===== src/rtl/sam_tape_player.sv =====
// sam_tape_player: replays a hyperload byte stream from the tape FIFO as a
// ROM-loader tape waveform (pilot, sync, data, pause) on a single EAR bit.
// Ports: clk50m/reset (async, active-high), enable (play/freeze),
//   fifo_empty/fifo_data/fifo_rd (FIFO read side, q valid the cycle after rd),
//   ear_out (tape bit), busy, block_done (end-of-pause pulse), underrun (sticky).
module sam_tape_player #(
    parameter int PILOT_LEN  = 30971,
    parameter int SYNC1_LEN  = 9529,
    parameter int SYNC2_LEN  = 10500,
    parameter int ZERO_LEN   = 12214,
    parameter int ONE_LEN    = 24429,
    parameter int PILOT_HDR  = 8063,
    parameter int PILOT_DATA = 3223,
    parameter int PAUSE_LEN  = 50000000
) (
    input  logic       clk50m,
    input  logic       reset,
    input  logic       enable,
    input  logic       fifo_empty,
    input  logic [7:0] fifo_data,
    output logic       fifo_rd,
    output logic       ear_out,
    output logic       busy,
    output logic       block_done,
    output logic       underrun
);

    localparam logic [3:0] S_IDLE   = 4'd0;
    localparam logic [3:0] S_LEN_LO = 4'd1;
    localparam logic [3:0] S_LEN_HI = 4'd2;
    localparam logic [3:0] S_FLAG   = 4'd3;
    localparam logic [3:0] S_PILOT  = 4'd4;
    localparam logic [3:0] S_SYNC1  = 4'd5;
    localparam logic [3:0] S_SYNC2  = 4'd6;
    localparam logic [3:0] S_DATA   = 4'd7;
    localparam logic [3:0] S_PAUSE  = 4'd8;

    // Counters reload with length-1 and expire at zero, giving an exact
    // period of LEN cycles with the next load on the expiry cycle.
    localparam logic [25:0] C_PILOT = 26'(PILOT_LEN - 1);
    localparam logic [25:0] C_SYNC1 = 26'(SYNC1_LEN - 1);
    localparam logic [25:0] C_SYNC2 = 26'(SYNC2_LEN - 1);
    localparam logic [25:0] C_ZERO  = 26'(ZERO_LEN - 1);
    localparam logic [25:0] C_ONE   = 26'(ONE_LEN - 1);
    localparam logic [25:0] C_PAUSE = 26'(PAUSE_LEN - 1);
    localparam logic [12:0] N_HDR   = 13'(PILOT_HDR);
    localparam logic [12:0] N_DATA  = 13'(PILOT_DATA);

    logic [3:0]  state;
    logic [25:0] cnt;
    logic [12:0] pcnt;
    logic [15:0] rem;
    logic [7:0]  len_lo;
    logic [7:0]  sh;
    logic [7:0]  nbuf;
    logic        nvalid;
    logic        stall;
    logic [2:0]  bit_idx;
    logic        half;
    logic        rd_q;
    logic        cap;
    logic        ear;
    logic        want;
    logic        issue;
    logic        expired;
    logic        boundary;

    function automatic logic [25:0] bit_len(input logic b);
        return b ? C_ONE : C_ZERO;
    endfunction

    assign expired  = (cnt == 26'd0);
    assign boundary = !stall && expired && half && (bit_idx == 3'd0);

    // Only one read may be outstanding: rd_q is the strobe cycle and cap
    // the cycle on which fifo_data is valid.
    assign want = (state == S_IDLE) || (state == S_LEN_HI) ||
                  (state == S_FLAG) ||
                  ((state == S_DATA) && (bit_idx == 3'd0) &&
                   (rem != 16'd0) && !nvalid);
    assign issue = enable && !fifo_empty && !rd_q && !cap && want;

    // A strobe left pending by a freeze is held back until enable returns.
    assign fifo_rd = rd_q && enable;
    assign ear_out = ear;
    assign busy    = (state != S_IDLE) || block_done;

    always_ff @(posedge clk50m or posedge reset) begin
        if (reset) begin
            state      <= S_IDLE;
            cnt        <= '0;
            pcnt       <= '0;
            rem        <= '0;
            len_lo     <= '0;
            sh         <= '0;
            nbuf       <= '0;
            nvalid     <= 1'b0;
            stall      <= 1'b0;
            bit_idx    <= '0;
            half       <= 1'b0;
            rd_q       <= 1'b0;
            cap        <= 1'b0;
            ear        <= 1'b0;
            underrun   <= 1'b0;
            block_done <= 1'b0;
        end else begin
            block_done <= 1'b0;
            if (enable) begin
                rd_q <= issue;
                cap  <= rd_q;
                unique case (state)
                    S_IDLE: begin
                        if (issue) state <= S_LEN_LO;
                    end
                    S_LEN_LO: begin
                        if (cap) begin
                            len_lo <= fifo_data;
                            state  <= S_LEN_HI;
                        end
                    end
                    S_LEN_HI: begin
                        if (cap) begin
                            if ({fifo_data, len_lo} == 16'd0) begin
                                ear   <= 1'b0;
                                cnt   <= C_PAUSE;
                                state <= S_PAUSE;
                            end else begin
                                rem   <= {fifo_data, len_lo};
                                state <= S_FLAG;
                            end
                        end
                    end
                    S_FLAG: begin
                        if (cap) begin
                            sh    <= fifo_data;
                            rem   <= rem - 16'd1;
                            pcnt  <= fifo_data[7] ? N_DATA : N_HDR;
                            cnt   <= C_PILOT;
                            state <= S_PILOT;
                        end
                    end
                    S_PILOT: begin
                        if (!expired) begin
                            cnt <= cnt - 26'd1;
                        end else begin
                            ear <= ~ear;
                            if (pcnt <= 13'd1) begin
                                cnt   <= C_SYNC1;
                                state <= S_SYNC1;
                            end else begin
                                pcnt <= pcnt - 13'd1;
                                cnt  <= C_PILOT;
                            end
                        end
                    end
                    S_SYNC1: begin
                        if (!expired) begin
                            cnt <= cnt - 26'd1;
                        end else begin
                            ear   <= ~ear;
                            cnt   <= C_SYNC2;
                            state <= S_SYNC2;
                        end
                    end
                    S_SYNC2: begin
                        if (!expired) begin
                            cnt <= cnt - 26'd1;
                        end else begin
                            ear     <= ~ear;
                            bit_idx <= 3'd7;
                            half    <= 1'b0;
                            cnt     <= bit_len(sh[7]);
                            state   <= S_DATA;
                        end
                    end
                    S_DATA: begin
                        if (cap) rem <= rem - 16'd1;
                        // A byte landing at the boundary or during a stall is
                        // played directly; otherwise it waits in nbuf.
                        if (cap && !(stall || boundary)) begin
                            nbuf   <= fifo_data;
                            nvalid <= 1'b1;
                        end
                        if (stall) begin
                            if (cap) begin
                                stall   <= 1'b0;
                                sh      <= fifo_data;
                                bit_idx <= 3'd7;
                                half    <= 1'b0;
                                cnt     <= bit_len(fifo_data[7]);
                            end
                        end else if (!expired) begin
                            cnt <= cnt - 26'd1;
                        end else if (!half) begin
                            ear  <= ~ear;
                            half <= 1'b1;
                            cnt  <= bit_len(sh[7]);
                        end else if (bit_idx != 3'd0) begin
                            ear     <= ~ear;
                            half    <= 1'b0;
                            bit_idx <= bit_idx - 3'd1;
                            sh      <= {sh[6:0], 1'b0};
                            cnt     <= bit_len(sh[6]);
                        end else if (nvalid) begin
                            ear     <= ~ear;
                            half    <= 1'b0;
                            bit_idx <= 3'd7;
                            sh      <= nbuf;
                            nvalid  <= 1'b0;
                            cnt     <= bit_len(nbuf[7]);
                        end else if (cap) begin
                            ear     <= ~ear;
                            half    <= 1'b0;
                            bit_idx <= 3'd7;
                            sh      <= fifo_data;
                            cnt     <= bit_len(fifo_data[7]);
                        end else if (rem == 16'd0) begin
                            ear   <= 1'b0;
                            cnt   <= C_PAUSE;
                            state <= S_PAUSE;
                        end else begin
                            // Last edge of the byte is still emitted; ear then
                            // holds until the late byte is captured.
                            ear      <= ~ear;
                            stall    <= 1'b1;
                            underrun <= 1'b1;
                        end
                    end
                    S_PAUSE: begin
                        if (!expired) begin
                            cnt <= cnt - 26'd1;
                        end else begin
                            block_done <= 1'b1;
                            state      <= S_IDLE;
                        end
                    end
                    default: state <= S_IDLE;
                endcase
            end
        end
    end

endmodule


===== config.mk =====
export PLATFORM = sky130hd
export DESIGN_NAME = sam_tape_player
export DESIGN_NICKNAME = d
export VERILOG_FILES = /design/src/rtl/sam_tape_player.sv
export SDC_FILE = /design/constraint.sdc
export NUM_CORES = 1
export LEC_CHECK = 0
export CORE_MARGIN = 2
export CORE_UTILIZATION = 63
export DETAILED_ROUTE_END_ITERATION = 6
export GPL_TIMING_DRIVEN = 0
export PLACE_DENSITY_LB_ADDON = 0.1
export SLEW_MARGIN = 20
export SYNTH_ARGS = -nofsm -noshare
export SYNTH_HDL_FRONTEND = slang
export SYNTH_SLANG_ARGS = --single-unit

===== constraint.sdc =====
create_clock -name clk50m -period 3.8 [get_ports clk50m]
set_input_delay 1.14 -clock clk50m [delete_from_list [all_inputs] [get_ports clk50m]]
set_output_delay 1.14 -clock clk50m [all_outputs]
set_load 0.005 [all_outputs]

======== Word-level counts from Yosys, hierarchy flattened ========
Index checks and enable logic that the tools add are counted.
storage, ports and cells
  bits of input ports ..................... 12
  flip-flop bits (word level) ............. 94
  output and inout bits ................... 5
cells by class
  magnitude comparators ................... 1
  reduce and logical (&&, ||, !) cells .... 51
  eq/ne operators ......................... 34
  muxes and demuxes ....................... 99
  bitwise gates (word level) .............. 6
  add/sub/neg operators ................... 4
operators by type and width
  cell                                                             count
  two-way mux 26 bit                                               15
  one-hot mux 26 bit (7 select lines)                              1
  two-way mux 15 bit                                               5
  two-way mux 4 bit                                                17
  two-way mux 13 bit                                               4
  two-way mux 16 bit                                               3
  two-way mux 8 bit                                                6
  inequality test 2 bit, second input constant                     18
  one-hot mux 4 bit (9 select lines)                               1
  two-way mux 1 bit                                                34
  logical NOT 16 bit                                               2
  one-hot mux 16 bit (2 select lines)                              1
  logical NOT 26 bit                                               1
  one-hot mux 13 bit (2 select lines)                              1
  subtractor 26 x 1 -> 26 bit, second input constant               1
  two-way mux 3 bit                                                7
  AND reduction 5 bit                                              4
  AND reduction 17 bit                                             1
  equality test 4 x 3 -> 1 bit, second input constant              4
  one-hot mux 8 bit (2 select lines)                               1
  nonzero test 16 bit                                              1
  subtractor 16 x 1 -> 16 bit, second input constant               1
  less-or-equal comparator 13 x 1 -> 1 bit, second input constant  1
  subtractor 13 x 1 -> 13 bit, second input constant               1
  other kinds (28)                                                 64

======== Longest topological paths before layout ========
Gate-level depths: netlist of run 1.
  depth in word-level cells ............... 13
  depth in mapped cells ................... 11

======== Worst setup path before layout of run 1 ========
OpenSTA, ideal clock, no wires.
  path kind ............................... input to register
  start ................................... input fifo_data[7]
  end ..................................... register cnt[6]
  arrival ................................. 2.846 ns
  cell stages on the path ................. 7
  setup time .............................. 0.121 ns
  required time ........................... 3.679 ns
  buffers on the path ..................... 1
  slack ................................... 0.833 ns
  path through ............................ clkbuf_1 -> o311ai_0 -> and2_1 -> o21ai_0 -> a2111oi_2 -> o21ai_0 -> a22o_1
between the ends
  longest elaborated chain between the ends .. 8
  elaborated cells on any way between the ends .. 12
ends and longest elaborated chain
  item                                 RTL line  RTL
  start, declared                      20        input logic [7:0] fifo_data,
  two-way mux 15 bit                   69        return b ? C_ONE : C_ZERO;
  two-way mux 26 bit                   211       end else if (cap) begin
  two-way mux 26 bit                   204       end else if (nvalid) begin
  two-way mux 26 bit                   198       end else if (bit_idx != 3'd0) begin
  two-way mux 26 bit                   194       end else if (!half) begin
  two-way mux 26 bit                   192       end else if (!expired) begin
  two-way mux 26 bit                   184       if (stall) begin
  one-hot mux 26 bit (7 select lines)  111       unique case (state)
  end signal, assigned                 190       cnt <= bit_len(fifo_data[7]);
  end signal, assigned                 193       cnt <= cnt - 26'd1;
  end signal, assigned                 197       cnt <= bit_len(sh[7]);
  end, declared                        50        logic [25:0] cnt;
Parallel ways exist; a longest one is shown, timed or not. The select of a mux whose other input is x is not followed.
A chain may end at the register's enable or synchronous reset.

======== Worst setup path in the final report of run 1 ========
  start ................................... input enable
  end ..................................... output fifo_rd
between the ends
  longest elaborated chain between the ends .. 1
ends and longest elaborated chain
  item               RTL line  RTL
  start, declared    18        input logic enable,
  logical AND 1 bit  84        assign fifo_rd = rd_q && enable;
  end, declared      21        output logic fifo_rd,
Every way passes these cells.

==> metrics.txt, run 1 <==
outcome=finished clean; slew margin rel.=0.4365; WP buf/inv=3; post-route ant nets=0; CTS Buf Count=9; Area Growth Syn to Fin=8.771%; final core occ=0.7120; largest net degree at the start of global routing=53; Hold EP=underrun$_DFFE_PP0P_; Inserted Diodes=0; critical path type=in -> out; # nets final=785; Setup crit start=enable; static leakage=2.702 nW; CP Cell Sequence=clkdlybuf4s50_1 > clkbuf_2 > and2_1 > clkdlybuf4s50_1; Worst Tran Pin Value=0.8364 ns; initial antenna violation count=0; Worst Setup End Kind=primary output; share of post-route cells with drive strength above 1=0.06096; Final period util=0.9877; Sink Count=94; I/O pins=17; Worst Hold Launch=underrun$_DFFE_PP0P_; CTS clk-pin slew, worst paths=0.10 ns; pre-CTS WS=-0.1568 ns; Peak VDD IR=0.0002020 V; WL per Instance=20.22 µm; Via Count=6242; HP Class=reg -> reg; drt first pass iters=6; Hold Vio Cnt, Final=0; Syn Std Cell Area=6077 µm²; Core ar.=9284 µm²; ys async rst share=1.000; Pwr Density=376.5 nW/µm²; total of max-cap violations=0; Critical Path AT=2.61 ns; CTS H-tree depth=3; vias per inst=6.936; final setup violation count=0; later-pin clock latency in the skew report=0.38 ns; unrepaired setup endpoints after global routing=false; first-pass GRT wire length=29570 µm; Synth Warn #=0; I/O Buffers=15; worst reg-to-reg path cell count=11; Mapped Cells=739; Worst R2R Setup Slack=0.65 ns; routed wire length=18200 µm; Initial Util=0.6546; Setup crit start kind=input port; Post-Syn Nets=758; Post-synth EDFFs=0; DP HPWL=13260 µm; GRT Util Overall=0.3628; main flop type after synthesis=dfrtp_1; width of the die=102.2 µm; final slew viol count=0; Die ar.=10450 µm²; Yosys cell types=75; drc violations=0; Final Critical Period=3.753 ns; Worst Setup Slack, final=0.04665 ns; critical path's largest stage delay=0.52 ns; clk buf depth=2; Clock Skew=0.02024 ns; drt initial violations=682; most frequent CP cell=clkdlybuf4s50_1; vias in the first global route=5788; Seq/Total Area, Yosys=0.3871; CP max FO=10; r2r startpoint=bit_idx[0]$_DFFE_PP0P_; WHS Path Cells=1; global placement routability congestion=0.9968; Rows=35; Die Span Y=102.2 µm; Root Buffer Master=clkbuf_8; fmax=266.4 MHz; global route overflow=0; Seq cells post-synth=94; Crit-path slowest cell=clkdlybuf4s50_1; CP top delay family=buffers and inverters; CTS tree=built; required time at the worst-slack endpoint=2.66 ns; syn avg cell area=8.223 µm²; end of the worst register-to-register path=cnt[11]$_DFFE_PP0P_
-- cell usage in the layout (no fill, tap or decap), drive strengths merged, types with 8 or more instances in the layout --
cell type       n
and3            9
nand2          59
inv            32
nor3           29
nand3          16
o22ai          14
dfrtp          94
nor2           85
nand2b         13
o21ai          86
a31oi          24
nor4           15
clkdlybuf4s50  15
mux2            9
o211ai          8
o22a           10
a21oi          59
clkbuf         45
a22oi           9
-- metal layers --
layer | track usage | up-vias | wire, µm
met5 | 0 | - | 0
met4 | 0.1405 | 0 | 529
met3 | 0.07045 | 54 | 1961
met2 | 0.5324 | 397 | 8089
met1 | 0.5322 | 2981 | 7615
li1 | - | 2810 | -
-- registers in the layout (all words and copies together) (netlist names) --
| register | count |
|---|---|
| rem | 16 |
| ear_out | 1 |
| cap | 1 |
| sh | 8 |
| half | 1 |
| rd_q | 1 |
| len_lo | 8 |
| pcnt | 13 |
| nvalid | 1 |
| block_done | 1 |
| state | 4 |
| bit_idx | 3 |
| nbuf | 8 |
| stall | 1 |
| cnt | 26 |
| underrun | 1 |
-- timing repair --
action                     CTS  global route
resized for setup            1             0
setup endpoints to repair    1             0
buffers inserted             0             0
hold buffers                 0             0
-- synthesized netlist by cell type (all sizes together), types with 7 or more instances --
library cell	number	area share
dfrtp	94	0.39
o21ai	86	0.071
nor2	85	0.053
a21oi	59	0.049
nand2	59	0.036
clkbuf	36	0.022
nor3	29	0.027
inv	28	0.017
a31oi	24	0.025
nand3	16	0.013
nor4	15	0.021
o22ai	14	0.014
nand2b	13	0.013
o22a	10	0.014
a22oi	9	0.011
and3	9	0.0095
mux2	9	0.017
o211ai	8	0.011
a2bb2oi	7	0.010
ha	7	0.014
o31ai	7	0.0086
-- kinds of logic after synthesis --
logic type,after synthesis,synth area share
AOI/OAI and AO/OA,278,0.2928
and+or+nand+nor,275,0.2347
DFF,94,0.3871
buffers and inverters,69,0.04406
muxes,10,0.01832
adders and majority gates,7,0.01441
xor gates and xnor gates,6,0.008647
-- where the power goes --
part	switching, W	internal [W]	total, W
clock	0.000418	0.000260	0.000678
sequential	0.000149	0.00110	0.00125
combinational	0.000342	0.000220	0.000562
total	0.000908	0.00158	0.00249
-- stage by stage --
stage          instances  area (µm²)  total power, W  hold slack [ns]  setup TNS, ns
2_1_floorplan        739        6077        0.001650           0.4430              0
3_3_place_gp         883        6389        0.001776           0.4495        -105.20
3_5_place_dp         884        6411        0.001813           0.4513        -0.5565
4_1_cts              900        6610        0.002478           0.4792              0
5_1_grt              900        6610        0.002609           0.5131              0
6_report             900        6610        0.002489           0.4785              0
-- worst max-delay path by stage --
| stage | to | slack, ns | cells past startpoint |
|---|---|---|---|
| floorplan | bit_idx[0]$_DFFE_PP0P_ | 0.21 | 1 |
| global placement | pcnt[7]$_DFFE_PP0P_ | -1.12 | 2 |
| detailed placement | cnt[20]$_DFFE_PP0P_ | -0.16 | 9 |
| CTS | fifo_rd | 0.06 | 4 |
| global route | fifo_rd | 0.002 | 4 |
| finish | fifo_rd | 0.05 | 4 |
-- area by class of cell --
cell class	instances	area (µm²)
multi-input combinational	576	3457
fill	734	2674
sequential	94	2352
timing repair buffer	16	170.2
buffer	41	163.9
tap	129	161.4
clock buffer	9	123.9
inverter	28	107.6
clock inverter	7	73.82
Note: power is estimated with default switching activity, not from simulation.
==> run 2, diff against run 1 <==
CORE_UTILIZATION = 64   (was 63)
CTS_BUF_LIST = sky130_fd_sc_hd__clkbuf_2   (was unset)
==> metrics.txt, run 2 (synthesis results as in run 1) <==
biggest regs=cnt x26, rem x16, pcnt x13; grt peak-use layer=met1; final slew viol count=0; WHS Path Cells=1; Inserted Diodes=0; post-route ant nets=0; Die ar.=10290 µm²; Sink Count=94; HP Class=reg -> reg; grt met3 use=0.05245; max FFs per register=26; required time at the worst-slack endpoint=2.66 ns; commonest non-fill, non-tap cell in the layout=dfrtp_1; fmax=267.3 MHz; later-pin clock latency in the skew report=0.60 ns; area occupied by multi-input gates=3457 µm²; Initial Util=0.6577; Post-Layout Inst Area=6553 µm²; outcome=finished clean; first-pass GRT wire length=29210 µm; Setup crit start kind=input port; drt initial violations=701; Root Buffer Master=clkbuf_2; Hold Vio Cnt, Final=0; Critical Path AT=2.60 ns; Pwr Density=362.6 nW/µm²; CP max FO=10; width of the die=101.4 µm; slew margin rel.=0.4505; Worst Setup End Kind=primary output; global placement routability congestion=0.9818; CTS tree=built; final setup violation count=0; largest net degree at the start of global routing=50; placed cell area=6419 µm²; share of post-route cells with drive strength above 1=0.06096; non-filler cells, final=900; CTS Buf Count=9; Final Critical Period=3.742 ns; vias per inst=6.872; I/O pins=17; Largest Register=cnt; drc violations=0; static leakage=2.685 nW; Worst Tran Pin Value=0.8157 ns; Peak VDD IR=0.0002018 V; Area Growth Syn to Fin=7.824%; met1 Use GR=0.5379; routed wire length=17950 µm; critical path type=in -> out; GRT Util Overall=0.3570; placed cell count=884; I/O Buffers=15; CTS clk-pin slew, worst paths=0.25 ns; WL per Instance=19.94 µm; DP HPWL=13080 µm; Power Total=0.002376 W; Via Count=6185; vias in the first global route=5741; Clock Skew=0.06686 ns; total of max-cap violations=0; drt first pass iters=6; # nets final=785; Worst Setup Slack, final=0.05826 ns; Die Span Y=101.4 µm; most frequent cells in the layout=dfrtp_1 (94), o21ai_0 (85), nor2_1 (84), nand2_1 (59), a21oi_1 (59); Filler Cell Count=728; flip-flop and latch area=2352 µm²; initial antenna violation count=0; unrepaired setup endpoints after global routing=false; met2 usage=0.5283; pre-CTS WS=-0.1847 ns; Final period util=0.9847; CTS H-tree depth=3; worst reg-to-reg path cell count=10; Core ar.=9240 µm²; Rows=35; global route overflow=0; clk buf depth=2
## run 2: cell types whose count changed in the layout (fill, tap and decap cells not counted), sizes merged
cell	delta
bufinv	+1
inv	-1
## run 2: through the flow
stage | setup TNS (ns) | hold slack (ns) | util
after floorplan | 0 | 0.4430 | -
after global placement | -103.76 | 0.4496 | 0.6914
after detailed placement | -0.6881 | 0.4562 | 0.6947
after CTS | 0 | 0.4985 | 0.7091
after global routing | 0 | 0.5229 | 0.7091
final | 0 | 0.5003 | 0.7091
## run 2: final timing paths
kind | start | end | slack [ns]
setup / recovery | enable | fifo_rd | 0.06
hold / removal | bit_idx[0]$_DFFE_PP0P_ | bit_idx[0]$_DFFE_PP0P_ | 0.50
setup reg to reg | cnt[0]$_DFFE_PP0P_ | state[0]$_DFFE_PP0P_ | 0.62
hold reg to reg | bit_idx[0]$_DFFE_PP0P_ | bit_idx[0]$_DFFE_PP0P_ | 0.50
max in group asynchronous | reset | state[2]$_DFFE_PP0P_ | 2.16
min in group asynchronous | reset | rem[7]$_DFFE_PP0P_ | 0.91
## run 2: timing repair
action | 4_1_cts | 5_1_grt
buffers inserted | 0 | 0
endpoints found under the setup margin | 1 | 0
resized for setup | 1 | 0
hold buffers | 0 | 0
## run 2: power by group
group          total [W]  internal [W]  switching, W  leakage (nW)
clock           0.000553      0.000169      0.000384        0.0805
combinational   0.000570      0.000220      0.000350          1.37
sequential       0.00125       0.00110      0.000150          1.23
## run 2: routing by layer
| metal | share of wire | vias up |
|---|---|---|
| li1 | - | 2807 |
| met1 | 0.43 | 2925 |
| met2 | 0.44 | 398 |
| met3 | 0.10 | 55 |
| met4 | 0.030 | 0 |
| met5 | 0 | - |
## run 2: final cells by class
| cell class | instances | share of cell area |
|---|---|---|
| repair buffers | 16 | 0.02711 |
| multi-input cells | 576 | 0.5276 |
| clock inverters | 7 | 0.01337 |
| plain buffers | 41 | 0.02501 |
| inverters | 28 | 0.01642 |
| clock buffers | 9 | 0.006874 |
| flip-flops and latches | 94 | 0.3590 |
| well taps | 129 | 0.02463 |
## run 2: worst max-delay path, stage by stage
cell             delay [ns]
clkdlybuf4s50_1        0.53
clkbuf_2               0.25
and2_1                 0.18
clkdlybuf4s50_1        0.50
